--- src/rtl/life_pkg.sv ---
// Shared types and row-classification helpers for the LED scan capture block.
// The helpers take a fixed-width row and callers zero-extend into it.
package life_pkg;

  localparam int FRAME_CNT_W = 16;
  localparam int ROW_W_MAX   = 64;

  typedef enum logic [0:0] {
    S_IDLE = 1'b0,
    S_ACQ  = 1'b1
  } scan_state_e;

  typedef enum logic [1:0] {
    ROW_BLANK  = 2'd0,
    ROW_ONEHOT = 2'd1,
    ROW_MULTI  = 2'd2
  } row_class_e;

  function automatic row_class_e row_classify(input logic [ROW_W_MAX-1:0] r);
    row_class_e c;
    case ($countones(r))
      32'd0:   c = ROW_BLANK;
      32'd1:   c = ROW_ONEHOT;
      default: c = ROW_MULTI;
    endcase
    return c;
  endfunction

  // Index of the lowest set bit; only meaningful for a one-hot input.
  function automatic int row_index(input logic [ROW_W_MAX-1:0] r);
    int idx;
    idx = 0;
    for (int i = ROW_W_MAX - 1; i >= 0; i--) begin
      if (r[i]) begin
        idx = i;
      end else begin
        idx = idx;
      end
    end
    return idx;
  endfunction

endpackage

--- src/rtl/scan_row_decode.sv ---
// Input stage: registers the raw scan pins once and classifies the held row
// as blank, a valid one-hot select, or an illegal multi-row select.
module scan_row_decode
  import life_pkg::*;
#(
  parameter int X     = 8,
  parameter int Y     = 8,
  parameter int LOG2Y = 3
) (
  input  logic             clk,
  input  logic             reset,
  input  logic [Y-1:0]     row,
  input  logic [X-1:0]     col,
  output logic             valid,
  output logic             multi,
  output logic [LOG2Y-1:0] idx,
  output logic [X-1:0]     col_q
);

  logic [Y-1:0] row_q_r;
  logic [X-1:0] col_q_r;
  row_class_e   class_s;

  // Single sampling register for the scan pins.
  always_ff @(posedge clk or negedge reset) begin
    if (!reset) begin
      row_q_r <= {Y{1'b0}};
      col_q_r <= {X{1'b0}};
    end else begin
      row_q_r <= row;
      col_q_r <= col;
    end
  end

  // Classification of the sampled row.
  always_comb begin
    class_s = row_classify(ROW_W_MAX'(row_q_r));
    valid   = (class_s == ROW_ONEHOT);
    multi   = (class_s == ROW_MULTI);
    idx     = LOG2Y'(row_index(ROW_W_MAX'(row_q_r)));
  end

  assign col_q = col_q_r;

endmodule

--- src/rtl/matrix_scan_capture.sv ---
// Rebuilds full frames from a multiplexed row/col LED scan into a working buffer
// and commits each complete frame atomically into a row-readable shadow buffer.
module matrix_scan_capture
  import life_pkg::*;
#(
  parameter int X       = 8,
  parameter int Y       = 8,
  parameter int LOG2X   = 3,
  parameter int LOG2Y   = 3,
  parameter int TIMEOUT = 256
) (
  input  logic                   clk,
  input  logic                   reset,
  input  logic [Y-1:0]           row,
  input  logic [X-1:0]           col,
  input  logic                   clr,
  input  logic [LOG2Y-1:0]       rd_row,
  output logic [X-1:0]           rd_data,
  output logic                   frame_valid,
  output logic [FRAME_CNT_W-1:0] frame_cnt,
  output logic                   err_multi,
  output logic                   stale,
  output logic                   acquiring
);

  localparam int             CNT_W   = $clog2(TIMEOUT + 1);
  localparam logic [CNT_W-1:0] CNT_MAX = CNT_W'(TIMEOUT);

  generate
    if (((1 << LOG2X) < X) || ((1 << LOG2Y) < Y) || (TIMEOUT < 2)) begin : g_bad_params
      $error("matrix_scan_capture: LOG2X/LOG2Y too small or TIMEOUT < 2");
    end
  endgenerate

  logic             valid_s;
  logic             multi_s;
  logic [LOG2Y-1:0] idx_s;
  logic [X-1:0]     col_q_s;

  scan_state_e      state_r;
  scan_state_e      state_next_s;
  logic [X-1:0]     working_r [Y];
  logic [X-1:0]     shadow_r  [Y];
  logic [Y-1:0]     seen_r;
  logic [Y-1:0]     seen_next_s;
  logic [Y-1:0]     idx_bit_s;
  logic [CNT_W-1:0] cnt_r;
  logic [CNT_W-1:0] cnt_next_s;
  logic             wr_s;
  logic             commit_s;
  logic             stale_hit_s;

  logic [X-1:0]           rd_data_r;
  logic                   frame_valid_r;
  logic [FRAME_CNT_W-1:0] frame_cnt_r;
  logic                   err_multi_r;
  logic                   stale_r;
  logic                   acquiring_r;

  scan_row_decode #(
    .X     (X),
    .Y     (Y),
    .LOG2Y (LOG2Y)
  ) u_decode (
    .clk   (clk),
    .reset (reset),
    .row   (row),
    .col   (col),
    .valid (valid_s),
    .multi (multi_s),
    .idx   (idx_s),
    .col_q (col_q_s)
  );

  // Seen-mask, commit detection and timeout; clr drops any same-cycle sample.
  always_comb begin
    idx_bit_s   = {{(Y-1){1'b0}}, 1'b1} << idx_s;
    wr_s        = valid_s & ~clr;
    seen_next_s = seen_r;
    cnt_next_s  = cnt_r;
    commit_s    = 1'b0;
    stale_hit_s = 1'b0;
    if (clr) begin
      seen_next_s = {Y{1'b0}};
      cnt_next_s  = {CNT_W{1'b0}};
    end else if (valid_s) begin
      cnt_next_s = {CNT_W{1'b0}};
      if ((seen_r | idx_bit_s) == {Y{1'b1}}) begin
        commit_s    = 1'b1;
        seen_next_s = {Y{1'b0}};
      end else begin
        seen_next_s = seen_r | idx_bit_s;
      end
    end else begin
      if (cnt_r != CNT_MAX) begin
        cnt_next_s = cnt_r + CNT_W'(1);
      end else begin
        cnt_next_s = cnt_r;
      end
      if (cnt_next_s == CNT_MAX) begin
        stale_hit_s = 1'b1;
        seen_next_s = {Y{1'b0}};
      end else begin
        stale_hit_s = 1'b0;
      end
    end
  end

  // Acquisition FSM next state.
  always_comb begin
    state_next_s = state_r;
    case (state_r)
      S_IDLE: begin
        if (wr_s) begin
          state_next_s = S_ACQ;
        end else begin
          state_next_s = S_IDLE;
        end
      end
      S_ACQ: begin
        if (clr || stale_hit_s) begin
          state_next_s = S_IDLE;
        end else begin
          state_next_s = S_ACQ;
        end
      end
      default: state_next_s = S_IDLE;
    endcase
  end

  // Control state and status flags.
  always_ff @(posedge clk or negedge reset) begin
    if (!reset) begin
      state_r       <= S_IDLE;
      seen_r        <= {Y{1'b0}};
      cnt_r         <= {CNT_W{1'b0}};
      frame_valid_r <= 1'b0;
      frame_cnt_r   <= {FRAME_CNT_W{1'b0}};
      err_multi_r   <= 1'b0;
      stale_r       <= 1'b0;
      acquiring_r   <= 1'b0;
    end else begin
      state_r       <= state_next_s;
      seen_r        <= seen_next_s;
      cnt_r         <= cnt_next_s;
      frame_valid_r <= commit_s;
      stale_r       <= (cnt_next_s == CNT_MAX);
      acquiring_r   <= (state_next_s == S_ACQ);
      if (clr) begin
        frame_cnt_r <= {FRAME_CNT_W{1'b0}};
        err_multi_r <= 1'b0;
      end else begin
        if (commit_s) begin
          frame_cnt_r <= frame_cnt_r + FRAME_CNT_W'(1);
        end else begin
          frame_cnt_r <= frame_cnt_r;
        end
        if (multi_s) begin
          err_multi_r <= 1'b1;
        end else begin
          err_multi_r <= err_multi_r;
        end
      end
    end
  end

  // Working buffer fill; the shadow takes the working frame with the
  // completing row patched in, since that row is only written this cycle.
  always_ff @(posedge clk or negedge reset) begin
    if (!reset) begin
      for (int i = 0; i < Y; i++) begin
        working_r[i] <= {X{1'b0}};
        shadow_r[i]  <= {X{1'b0}};
      end
    end else begin
      if (wr_s) begin
        working_r[idx_s] <= col_q_s;
      end
      if (commit_s) begin
        for (int i = 0; i < Y; i++) begin
          if (LOG2Y'(i) == idx_s) begin
            shadow_r[i] <= col_q_s;
          end else begin
            shadow_r[i] <= working_r[i];
          end
        end
      end
    end
  end

  // Registered read port; out-of-range rows read as zero.
  always_ff @(posedge clk or negedge reset) begin
    if (!reset) begin
      rd_data_r <= {X{1'b0}};
    end else if (32'(rd_row) < Y) begin
      rd_data_r <= shadow_r[rd_row];
    end else begin
      rd_data_r <= {X{1'b0}};
    end
  end

  assign rd_data     = rd_data_r;
  assign frame_valid = frame_valid_r;
  assign frame_cnt   = frame_cnt_r;
  assign err_multi   = err_multi_r;
  assign stale       = stale_r;
  assign acquiring   = acquiring_r;

endmodule

--- config.mk ---
export PLATFORM = sky130hd
export DESIGN_NAME = matrix_scan_capture
export DESIGN_NICKNAME = d
export VERILOG_FILES = /design/src/rtl/life_pkg.sv /design/src/rtl/scan_row_decode.sv /design/src/rtl/matrix_scan_capture.sv
export SDC_FILE = /design/constraint.sdc
export NUM_CORES = 1
export LEC_CHECK = 0
export CAP_MARGIN = 20
export CORE_MARGIN = 2
export CORE_UTILIZATION = 50
export CTS_CLUSTER_SIZE = 14
export DETAILED_ROUTE_END_ITERATION = 10
export PLACE_DENSITY = 0.71
export SLEW_MARGIN = 0
export SYNTH_ARGS = -nofsm -noshare
export SYNTH_HDL_FRONTEND = slang
export SYNTH_SLANG_ARGS = --single-unit
--- constraint.sdc ---
create_clock -name clk -period 3.7 [get_ports clk]
set_input_delay 0.925 -clock clk [delete_from_list [all_inputs] [get_ports clk]]
set_output_delay 0.925 -clock clk [all_outputs]
set_load 0.01 [all_outputs]
# After elaboration in Yosys (flattened, before gate mapping)
# Index checks and enable logic that the tools add are counted.
# classes
add_sub_neg	9
magnitude_cmp	3
eq_ne	14
n_shift	1
n_mux	45
n_bitwise	6
reduce_logical	7
# op_table
cell	n
$mux W8	15
$add A32 B32 Y32	3
$bwmux W64	1
$mux W9	5
$eq A32 B1 Y1 const B	1
$logic_not A32 Y1	1
$mux W16	2
$bmux W8 S3	1
$demux W8 S3	1
$mux W3	8
$eq A9 B9 Y1 const B	2
$add A16 B1 Y16 const B	1
$eq A3 B3 Y1 const A	4
$mux W1	10
$add A9 B1 Y9 const B	1
$ne A9 B9 Y1 const B	1
$add A1 B1 Y2	4
$eq A8 B8 Y1 const B	1
$ge A4 B4 Y1 const B	2
$not A3 Y4	2
$or A8 B8 Y8	1
$shl A1 B3 Y8 const A	1
$eq A2 B3 Y1 const A	2
$lt A4 B1 Y1 const B	1
other kinds (12)	14
# word_totals
register_bits	189

# Logic depth before layout (Yosys ltp)
# Gate-level depths: netlist of run 1.
# depth
word_depth	16
ltp_mapped	16

# By module
# From an unflattened synthesis of run 1, not the netlist that was laid out.
# unflattened
hier_cells	738
area_unflattened_um2	8864.8
# modules_own_cells
module	instances	cells_each	area_per_inst_um2	seq_area_each_um2
matrix_scan_capture	1	684	8137.8	4329.2
scan_row_decode	1	54	726.9	400.4

# Worst setup path after synthesis of run 1
# No wires, ideal clock.
# synth_path
kind	flip-flop to flip-flop
startpoint	register u_decode.row_q_r[0]
endpoint	register shadow_r[58] in the netlist's numbering
arrival_time_ps	3889
t_required_ps	3565
slack_ps	-324
stages_incl_launch_ff	17
synth_period_minus_slack_ps	4024
cell_sequence	dfrtp_1 -> ha_1 -> fa_1 -> inv_1 -> fa_1 -> inv_1 -> ha_1 -> fa_1 -> nor3_1 -> nand2_1 -> nor2_1 -> nand4_1 -> clkbuf_1 -> clkbuf_1 -> buf_2 -> nand2_1 -> o21ai_0
# synth_via
elab_chain_len	8
word_cells_on_any_way	16
# synth_lines
item	line_no	text
from (decl)	scan_row_decode.sv:20	logic [Y-1:0] row_q_r;
from (signal assigned)	scan_row_decode.sv:27	row_q_r <= {Y{1'b0}};
from (signal assigned)	scan_row_decode.sv:30	row_q_r <= row;
$add A1 B1 Y2 (not written as such)	life_pkg.sv:21	case ($countones(r))
$add A32 B32 Y32 (not written as such) (2 in a row)	life_pkg.sv:21	
$eq A32 B1 Y1 or $logic_not A32 Y1 (tied branches)	life_pkg.sv:21	
$pmux W2 S2	life_pkg.sv:21	
$eq A2 B1 Y1	scan_row_decode.sv:38	valid = (class_s == ROW_ONEHOT);
$mux W1	matrix_scan_capture.sv:86	end else if (valid_s) begin
$mux W1	matrix_scan_capture.sv:83	if (clr) begin
to (signal, indexed assignment)	matrix_scan_capture.sv:173	shadow_r[i] <= {X{1'b0}};
to (signal, indexed assignment)	matrix_scan_capture.sv:182	shadow_r[i] <= col_q_s;
to (signal, indexed assignment)	matrix_scan_capture.sv:184	shadow_r[i] <= working_r[i];
to (decl)	matrix_scan_capture.sv:43	logic [X-1:0] shadow_r [Y];
# Several ways; a longest one is shown, not always the timed one.
# A chain may end at the register's enable or synchronous reset.

# Worst setup path after layout of run 1
# layout_path
startpoint	register u_decode.row_q_r[5]
endpoint	register frame_cnt_r[13] (netlist: frame_cnt[13])
# layout_via
elab_chain_len	13
word_cells_on_any_way	20
# layout_lines
item	line_no	text
parallel branches: the longest is 10 deep, another holds $add A32 B32 Y32	-	
$mux W1 *	matrix_scan_capture.sv:86	
$mux W1 *	matrix_scan_capture.sv:83	
$reduce_bool A2 Y1 (no line) *	-	
to (signal assigned)	matrix_scan_capture.sv:138	frame_cnt_r <= {FRAME_CNT_W{1'b0}};
to (signal assigned)	matrix_scan_capture.sv:150	frame_cnt_r <= {FRAME_CNT_W{1'b0}};
to (signal assigned)	matrix_scan_capture.sv:154	frame_cnt_r <= frame_cnt_r + FRAME_CNT_W'(1);
to (decl)	matrix_scan_capture.sv:55	logic [FRAME_CNT_W-1:0] frame_cnt_r;
# Every way passes the cells marked *.

==> results of run 1 <==
-- layout by cell type (no fill, tap or decap), types with 4 or more instances in the layout --
cell type | netlist | layout
or2_2 | 4 | 4
dfrtp_1 | 189 | 187
o21ai_1 | 1 | 10
clkdlybuf4s50_1 | 0 | 48
inv_1 | 25 | 24
or4_1 | 6 | 4
nand2_1 | 80 | 77
nand4_1 | 7 | 7
clkbuf_16 | 0 | 22
nor2b_1 | 5 | 4
o21ai_0 | 78 | 67
ha_1 | 11 | 7
and3_1 | 5 | 5
buf_6 | 0 | 10
mux4_2 | 16 | 16
xor2_1 | 7 | 7
a21oi_1 | 26 | 23
mux2i_1 | 65 | 65
nand3_1 | 6 | 6
buf_4 | 0 | 33
nor2_1 | 18 | 16
o31ai_1 | 8 | 6
mux2_2 | 72 | 71
or3_1 | 10 | 8
-- final cells by class --
cell class / count / area [µm²] / area share (%)
inverters: 25 / 93.8 / 0.885
clock buffers: 19 / 453 / 4.27
clock inverters: 12 / 135 / 1.27
multi-input cells: 468 / 3780 / 35.7
well taps: 225 / 282 / 2.65
repair buffers: 104 / 1120 / 10.6
flip-flops and latches: 189 / 4730 / 44.6
-- through the flow --
step                instance area, µm²  setup slack [ns]  hold slack, ns
finish                           10600           -0.0925           0.477
global route                     10600            -0.233           0.506
global placement                  9650            -0.151           0.458
floorplan                         8710            -0.242           0.445
detailed placement                9650            -0.219           0.465
CTS                              10300           -0.0832           0.480
-- how the worst max path moves through the flow --
stage,startpoint,endpoint,cells after the start
6_report,u_decode.row_q_r[5]$_DFF_PN0_,frame_cnt[13]$_DFFE_PN0P_,15
5_1_grt,u_decode.row_q_r[4]$_DFF_PN0_,frame_cnt[13]$_DFFE_PN0P_,15
4_1_cts,u_decode.row_q_r[5]$_DFF_PN0_,frame_cnt[11]$_DFFE_PN0P_,15
3_5_place_dp,u_decode.row_q_r[5]$_DFF_PN0_,frame_cnt[10]$_DFFE_PN0P_,12
3_3_place_gp,u_decode.row_q_r[5]$_DFF_PN0_,shadow_r[47]$_DFFE_PN0P_,14
2_1_floorplan,u_decode.row_q_r[4]$_DFF_PN0_,frame_cnt[10]$_DFFE_PN0P_,13
-- worst reg2reg max path: stages, from the launching register on --
cell and delay, ns:
dfrtp_1 0.38, ha_2 0.19, fa_1 0.55, inv_1 0.05
fa_1 0.47, inv_1 0.04, ha_2 0.16, fa_2 0.46
nor4b_4 0.25, buf_4 0.16, nand4_1 0.11, nor2_1 0.13
nand4_1 0.14, buf_6 0.17, or3_4 0.32, a21oi_2 0.12
-- cell families after synthesis --
kind of cell    count (synthesis)  share of synthesized area, %
flops                         189                          54.7
simple gates                  164                          9.54
mux                           153                          21.1
compound gates                127                          8.11
buf+inv                        72                          3.21
fa+ha+maj                      15                          2.52
xor+xnor                        9                         0.911
-- power by group through the flow --
stage | sequential [mW] | clock [mW] | combinational, mW
finish | 2.40 | 1.82 | 0.705
global placement | 2.42 | 0 | 0.623
detailed placement | 2.43 | 0 | 0.653
CTS | 2.39 | 1.84 | 0.670
floorplan | 2.39 | 0 | 0.438
global route | 2.42 | 1.94 | 0.777
-- sequential cells by signal, summed over array words and instances (netlist names) --
name and cells:
frame_cnt 16, stale 1, working_r 64, acquiring 1, shadow_r 64, u_decode.row_q_r 8, cnt_r 9, rd_data 8
u_decode.col_q 8, err_multi 1, seen_r 8, frame_valid 1
-- per-layer routing --
| layer | vias to the layer above | share of wire, % | track usage, % |
|---|---|---|---|
| met5 | - | 0 | 0 |
| met1 | 3191 | 44 | 29.1 |
| met2 | 157 | 51 | 35.5 |
| li1 | 2730 | - | - |
| met4 | 0 | 0.94 | 5.50 |
| met3 | 17 | 4.3 | 3.74 |
-- synthesized netlist by cell type, types with 3 or more instances --
cell type / number
nor2b_1: 5
o31ai_1: 8
mux2_2: 72
nor2_1: 18
dfrtp_1: 189
mux4_2: 16
or2_2: 4
xor2_1: 7
nand2_1: 80
nor4b_1: 3
buf_2: 6
nor3_1: 3
o211ai_1: 3
fa_1: 4
or3_1: 10
ha_1: 11
and2_1: 3
o21ai_0: 78
clkbuf_1: 37
or4_1: 6
nand4_1: 7
and3_1: 5
mux2i_1: 65
a21oi_1: 26
inv_1: 25
nand3_1: 6
buf_1: 4
-- timing repair --
item | in CTS | in global routing
gates cloned | 1 | 7
gates resized for setup | 6 | 43
setup endpoints to repair | 145 | 148
pin swaps | 10 | 7
setup buffers | 3 | 4
==> impl_metrics.csv, run 1 <==
group,metric,value,unit
outcome,status,"finished, violations left",
outcome,violations,"negative setup slack",
clock_tree,clk_path_buf_depth,2,
clock_tree,cts_tree,"done",
sta,rsz0062_at_grt,"yes",
grt,grt_antenna_before_repair,0,
layout,num-fill-cells,1306,
pwr,irDropWorstVdd,355,µV
sta,fmax,264,MHz
setup_path,crit_path_max_fanout,7,
pwr,p_clk_share,37.0,%
floorplan,dieArea,18400,µm²
setup_path,crit_slowest_cell,"fa_1",
placed_design,place_hpwl,12.0,mm
routing,via_per_inst,5.85,
grt,track_usage,21.3,%
logic_synthesis,synth_ff_type,"dfrtp_1",
setup_path,r2r-end,"frame_cnt[13]$_DFFE_PN0P_",
clock_tree,holdBufCountCts,0,
routing,initialDrtViolationCount,503,
min_path,whs_path_depth,2,
floorplan,rows,48,
logic_synthesis,synth_cells,729,
routing,drtPass1Iterations,5,
sta,setup_viol,72,
sta,hold_viol_final,0,
setup_path,worstPathRequired,4.05,ns
sta,fin_worst_skew,0.0109,ns
logic_synthesis,yosys-top-cells-area,"dfrtp_1 (55%), mux2_2 (9.4%), mux2i_1 (7.5%)",
pwr,power_density,465,nW/µm²
setup_path,path_delay_family,"adder cells",
sta,slew_violations,0,
routing,wirelength,20.5,mm
clock_tree,cts-buffers-inserted,17,
setup_path,cp_cell_sequence,"ha_2, fa_1, inv_1, fa_1, inv_1, ha_2, fa_2, nor4b_4, buf_4, nand4_1, nor2_1, nand4_1, buf_6, or3_4, a21oi_2",
clock_tree,clockRootBuffer,"clkbuf_16",
grt,grt_pass1_vias,5893,
flow_run,maxCapViolCount,0,
setup_path,end_kind,"register",
sta,fin_crit,3.79,ns
setup_path,cp_slowest_stage_delay,0.55,ns
min_path,hp-start,"shadow_r[32]$_DFFE_PN0P_",
clock_tree,clk_latency,0.43,ns
layout,num_antenna_cells,0,
floorplan,die_h,136,µm
setup_path,critPathLaunchType,"register",
clock_tree,cts_sinks,189,
logic_synthesis,ys_seq_area_share,54.7,%
layout,finalNonFillerCells,1042,
pwr,combPwrFrac,14.3,%
logic_synthesis,synth_edf_count,0,
sta,worst_slew_pin_slew,0.644,ns
logic_synthesis,syn-num-nets,766,
routing,drc_errors,0,
sta,fin_ws,-0.0925,ns
layout,syn_to_final_growth,22.6,%
placed_design,place.gp.congestion,0.867,
pwr,switching_power,1.25,mW
placed_design,port_buffers,49,
sta,min_period_over_period,103,%
pwr,p_total,4.93,mW
sta,setup_tns,-1.62,ns
sta,max-slew-margin-rel,57.1,%
logic_synthesis,ys_warn_count,0,
layout,fin_util,62.0,%
logic_synthesis,synth_top_area_share,54.7,%
pwr,p_int,3.68,mW
logic_synthesis,syn_avg_cell_area,11.9,µm²
routing,via_count,6095,
routing,ant_nets,0,
logic_synthesis,async_flop_share,100,%
layout,final_nets,842,
clock_tree,htreeDepth,4,
pwr,power.share.switching,25.4,%
logic_synthesis,synthesis.area,8650,µm²
setup_path,critical_path_arrival,4.15,ns
setup_path,setup.worst_path.class,"reg2reg",
setup_path,reg2reg_from,"u_decode.row_q_r[5]$_DFF_PN0_",
grt,grt_remaining_overflow,0,
setup_path,r2r_setup_slack,-0.09,ns
min_path,hp-class,"reg2reg",
setup_path,r2r_cells,15,
floorplan,io_pins,50,
placed_design,numPlacedInstances,997,
logic_synthesis,synth_top_cell_by_area,"dfrtp_1",
floorplan,core-area,17100,µm²
logic_synthesis,ys_ff_latch,189,
logic_synthesis,synth.distinct_cells,50,
pwr,p_leak,4.77,nW
min_path,whs_endpoint,"shadow_r[32]$_DFFE_PN0P_",
grt,grt_max_degree,78,
routing,routedWlPerCell,19.6,µm
layout,drive_gt1_share,26.4,%
floorplan,initial_core_util,50.6,%
clock_tree,path_clk_slew,0.07,ns
setup_path,crit_buf_inv,4,
grt,grt_pass1_wl,30.4,mm
floorplan,die_x,136,µm
pwr,power.share.sequential,48.7,%
Note: power is estimated with default switching activity, not from simulation.
==> inputs of run 2 (changes only) <==
- CORE_MARGIN: 2 -> 1
- CTS_CLUSTER_DIAMETER: default -> 120
==> impl_metrics.csv, run 2 (synthesized netlist as in run 1, its figures left out) <==
group,metric,value,unit
outcome,status,"finished, violations left",
outcome,violations,"negative setup slack",
grt,grt_util_met2,34.4,%
sta,min_period_over_period,102,%
setup_path,reg2reg_from,"u_decode.row_q_r[5]$_DFF_PN0_",
clock_tree,cts-buffers-inserted,17,
grt,grt_max_degree,82,
layout,finalNonFillerCells,1033,
placed_design,place.gp.congestion,0.827,
routing,wirelength,18.8,mm
layout,drive_gt1_share,25.8,%
grt,grt_remaining_overflow,0,
sta,rsz0062_at_grt,"yes",
floorplan,initial_core_util,51.6,%
sta,fin_crit,3.76,ns
setup_path,r2r_setup_slack,-0.06,ns
routing,initialDrtViolationCount,440,
pwr,p_leak,4.77,nW
floorplan,rows,47,
clock_tree,clockRootBuffer,"clkbuf_16",
clock_tree,clk_path_buf_depth,2,
min_path,whs_path_depth,2,
floorplan,die_h,134,µm
layout,num_antenna_cells,0,
clock_tree,clk_latency,0.43,ns
floorplan,io_pins,50,
floorplan,dieArea,17800,µm²
sta,hold_viol_final,0,
min_path,hp-start,"shadow_r[41]$_DFFE_PN0P_",
setup_path,crit_path_start,"u_decode.row_q_r[5]$_DFF_PN0_",
layout,final_common_cell,"dfrtp_1",
flow_run,maxCapViolCount,0,
clock_tree,cts_tree,"done",
setup_path,crit_slowest_cell,"fa_1",
setup_path,crit_path_max_fanout,5,
sta,fmax,266,MHz
routing,drc_errors,0,
setup_path,critical_path_arrival,4.12,ns
grt,grt_pass1_vias,5817,
grt,track_usage,22.2,%
sta,slew_violations,0,
setup_path,end_kind,"register",
setup_path,setup.worst_path.class,"reg2reg",
sta,fin_worst_skew,0.0114,ns
grt,grt.met3_usage,4.00,%
clock_tree,htreeDepth,4,
setup_path,path_delay_family,"adder cells",
layout,layout_common_cells,"dfrtp_1 (187), nand2_1 (80), o21ai_0 (76), mux2i_1 (65), clkdlybuf4s50_1 (48)",
layout,num-fill-cells,1261,
sta,setup_tns,-0.480,ns
setup_path,cp_slowest_stage_delay,0.51,ns
grt,grt_pass1_wl,30.7,mm
placed_design,port_buffers,49,
sta,fin_ws,-0.0589,ns
sta,setup_viol,32,
routing,routedWlPerCell,18.2,µm
routing,ant_nets,0,
min_path,hp-class,"reg2reg",
floorplan,core-area,16800,µm²
clock_tree,path_clk_slew,0.06,ns
setup_path,r2r-end,"frame_cnt[13]$_DFFE_PN0P_",
pwr,irDropWorstVdd,386,µV
clock_tree,cts_sinks,189,
grt,grt_antenna_before_repair,0,
layout,final_nets,838,
sta,worst_slew_pin_slew,0.663,ns
sta,whs,0.478,ns
sta,max-slew-margin-rel,55.8,%
floorplan,die_x,134,µm
setup_path,r2r_cells,14,
setup_path,crit_buf_inv,3,
routing,drtPass1Iterations,5,
grt,top_usage_layer,"met2",
placed_design,numPlacedInstances,990,
placed_design,place_hpwl,12.1,mm
pwr,power_density,466,nW/µm²
layout,syn_to_final_growth,22.8,%
min_path,whs_endpoint,"shadow_r[41]$_DFFE_PN0P_",
setup_path,critPathLaunchType,"register",
routing,via_count,5892,
setup_path,worstPathRequired,4.06,ns
setup_path,cp_cell_sequence,"ha_2, inv_1, fa_2, fa_1, inv_1, ha_2, fa_2, nor4b_4, nand4_1, nor2_1, nand4_1, buf_4, or3_1, a21oi_1",
grt,gr-usage-met1,31.9,%
routing,via_per_inst,5.70,
==> run 2: worst register-to-register path: cells and delay by family, from the launching register on <==
kind	cells	cell delay, ns
AOI/OAI and AO/OA	1	0.14
adders and majority gates	5	1.80
buffers and inverters	3	0.30
DFF	1	0.39
and+or+nand+nor	5	1.05
==> run 2: per-layer routing <==
layer,vias up,share of wire [%]
met4,0,1.3
met2,109,48
li1,2723,-
met1,3041,48
met3,19,3.0
met5,-,0
==> run 2: repair_timing <==
action / in CTS / in global routing
gates resized for setup: 10 / 67
hold buffers: 0 / 0
setup buffers: 8 / 4
setup endpoints to repair: 119 / 152
gates cloned: 1 / 1
pin swaps: 13 / 5
==> run 2: cell type report <==
cell class	count	area (µm²)	area share, %
Sequential cell	189	4730	44.5
Multi-Input combinational cell	468	3940	37.1
Timing Repair Buffer	100	1010	9.55
Clock buffer	21	460	4.33
Tap cell	220	275	2.59
Clock inverter	10	115	1.08
Inverter	25	93.8	0.883
==> run 2: how the worst max path moves through the flow <==
stage | end | depth (start not counted) | slack, ns
after floorplan | frame_cnt[10]$_DFFE_PN0P_ | 13 | -0.24
final | frame_cnt[13]$_DFFE_PN0P_ | 14 | -0.06
after global placement | frame_cnt[10]$_DFFE_PN0P_ | 12 | -0.20
after CTS | frame_cnt[13]$_DFFE_PN0P_ | 14 | -0.11
after global routing | frame_cnt[13]$_DFFE_PN0P_ | 14 | -0.27
after detailed placement | frame_cnt[10]$_DFFE_PN0P_ | 12 | -0.30
==> run 2: power breakdown <==
group | internal [mW] | switching, mW | total [mW]
Clock | 1.03 | 0.770 | 1.80
Sequential | 2.27 | 0.143 | 2.41
Combinational | 0.425 | 0.324 | 0.749
Total | 3.72 | 1.24 | 4.95
==> run 2: through the flow <==
| step | utilization, % | power [mW] | cell area [µm²] | setup slack, ns |
|---|---|---|---|---|
| after global routing | 63.4 | 5.16 | 10600 | -0.266 |
| final | 63.4 | 4.95 | 10600 | -0.0589 |
| after floorplan | - | 2.82 | 8710 | -0.242 |
| after CTS | 61.9 | 4.89 | 10400 | -0.106 |
| after detailed placement | 57.7 | 3.08 | 9670 | -0.298 |
| after global placement | 57.7 | 3.02 | 9670 | -0.204 |
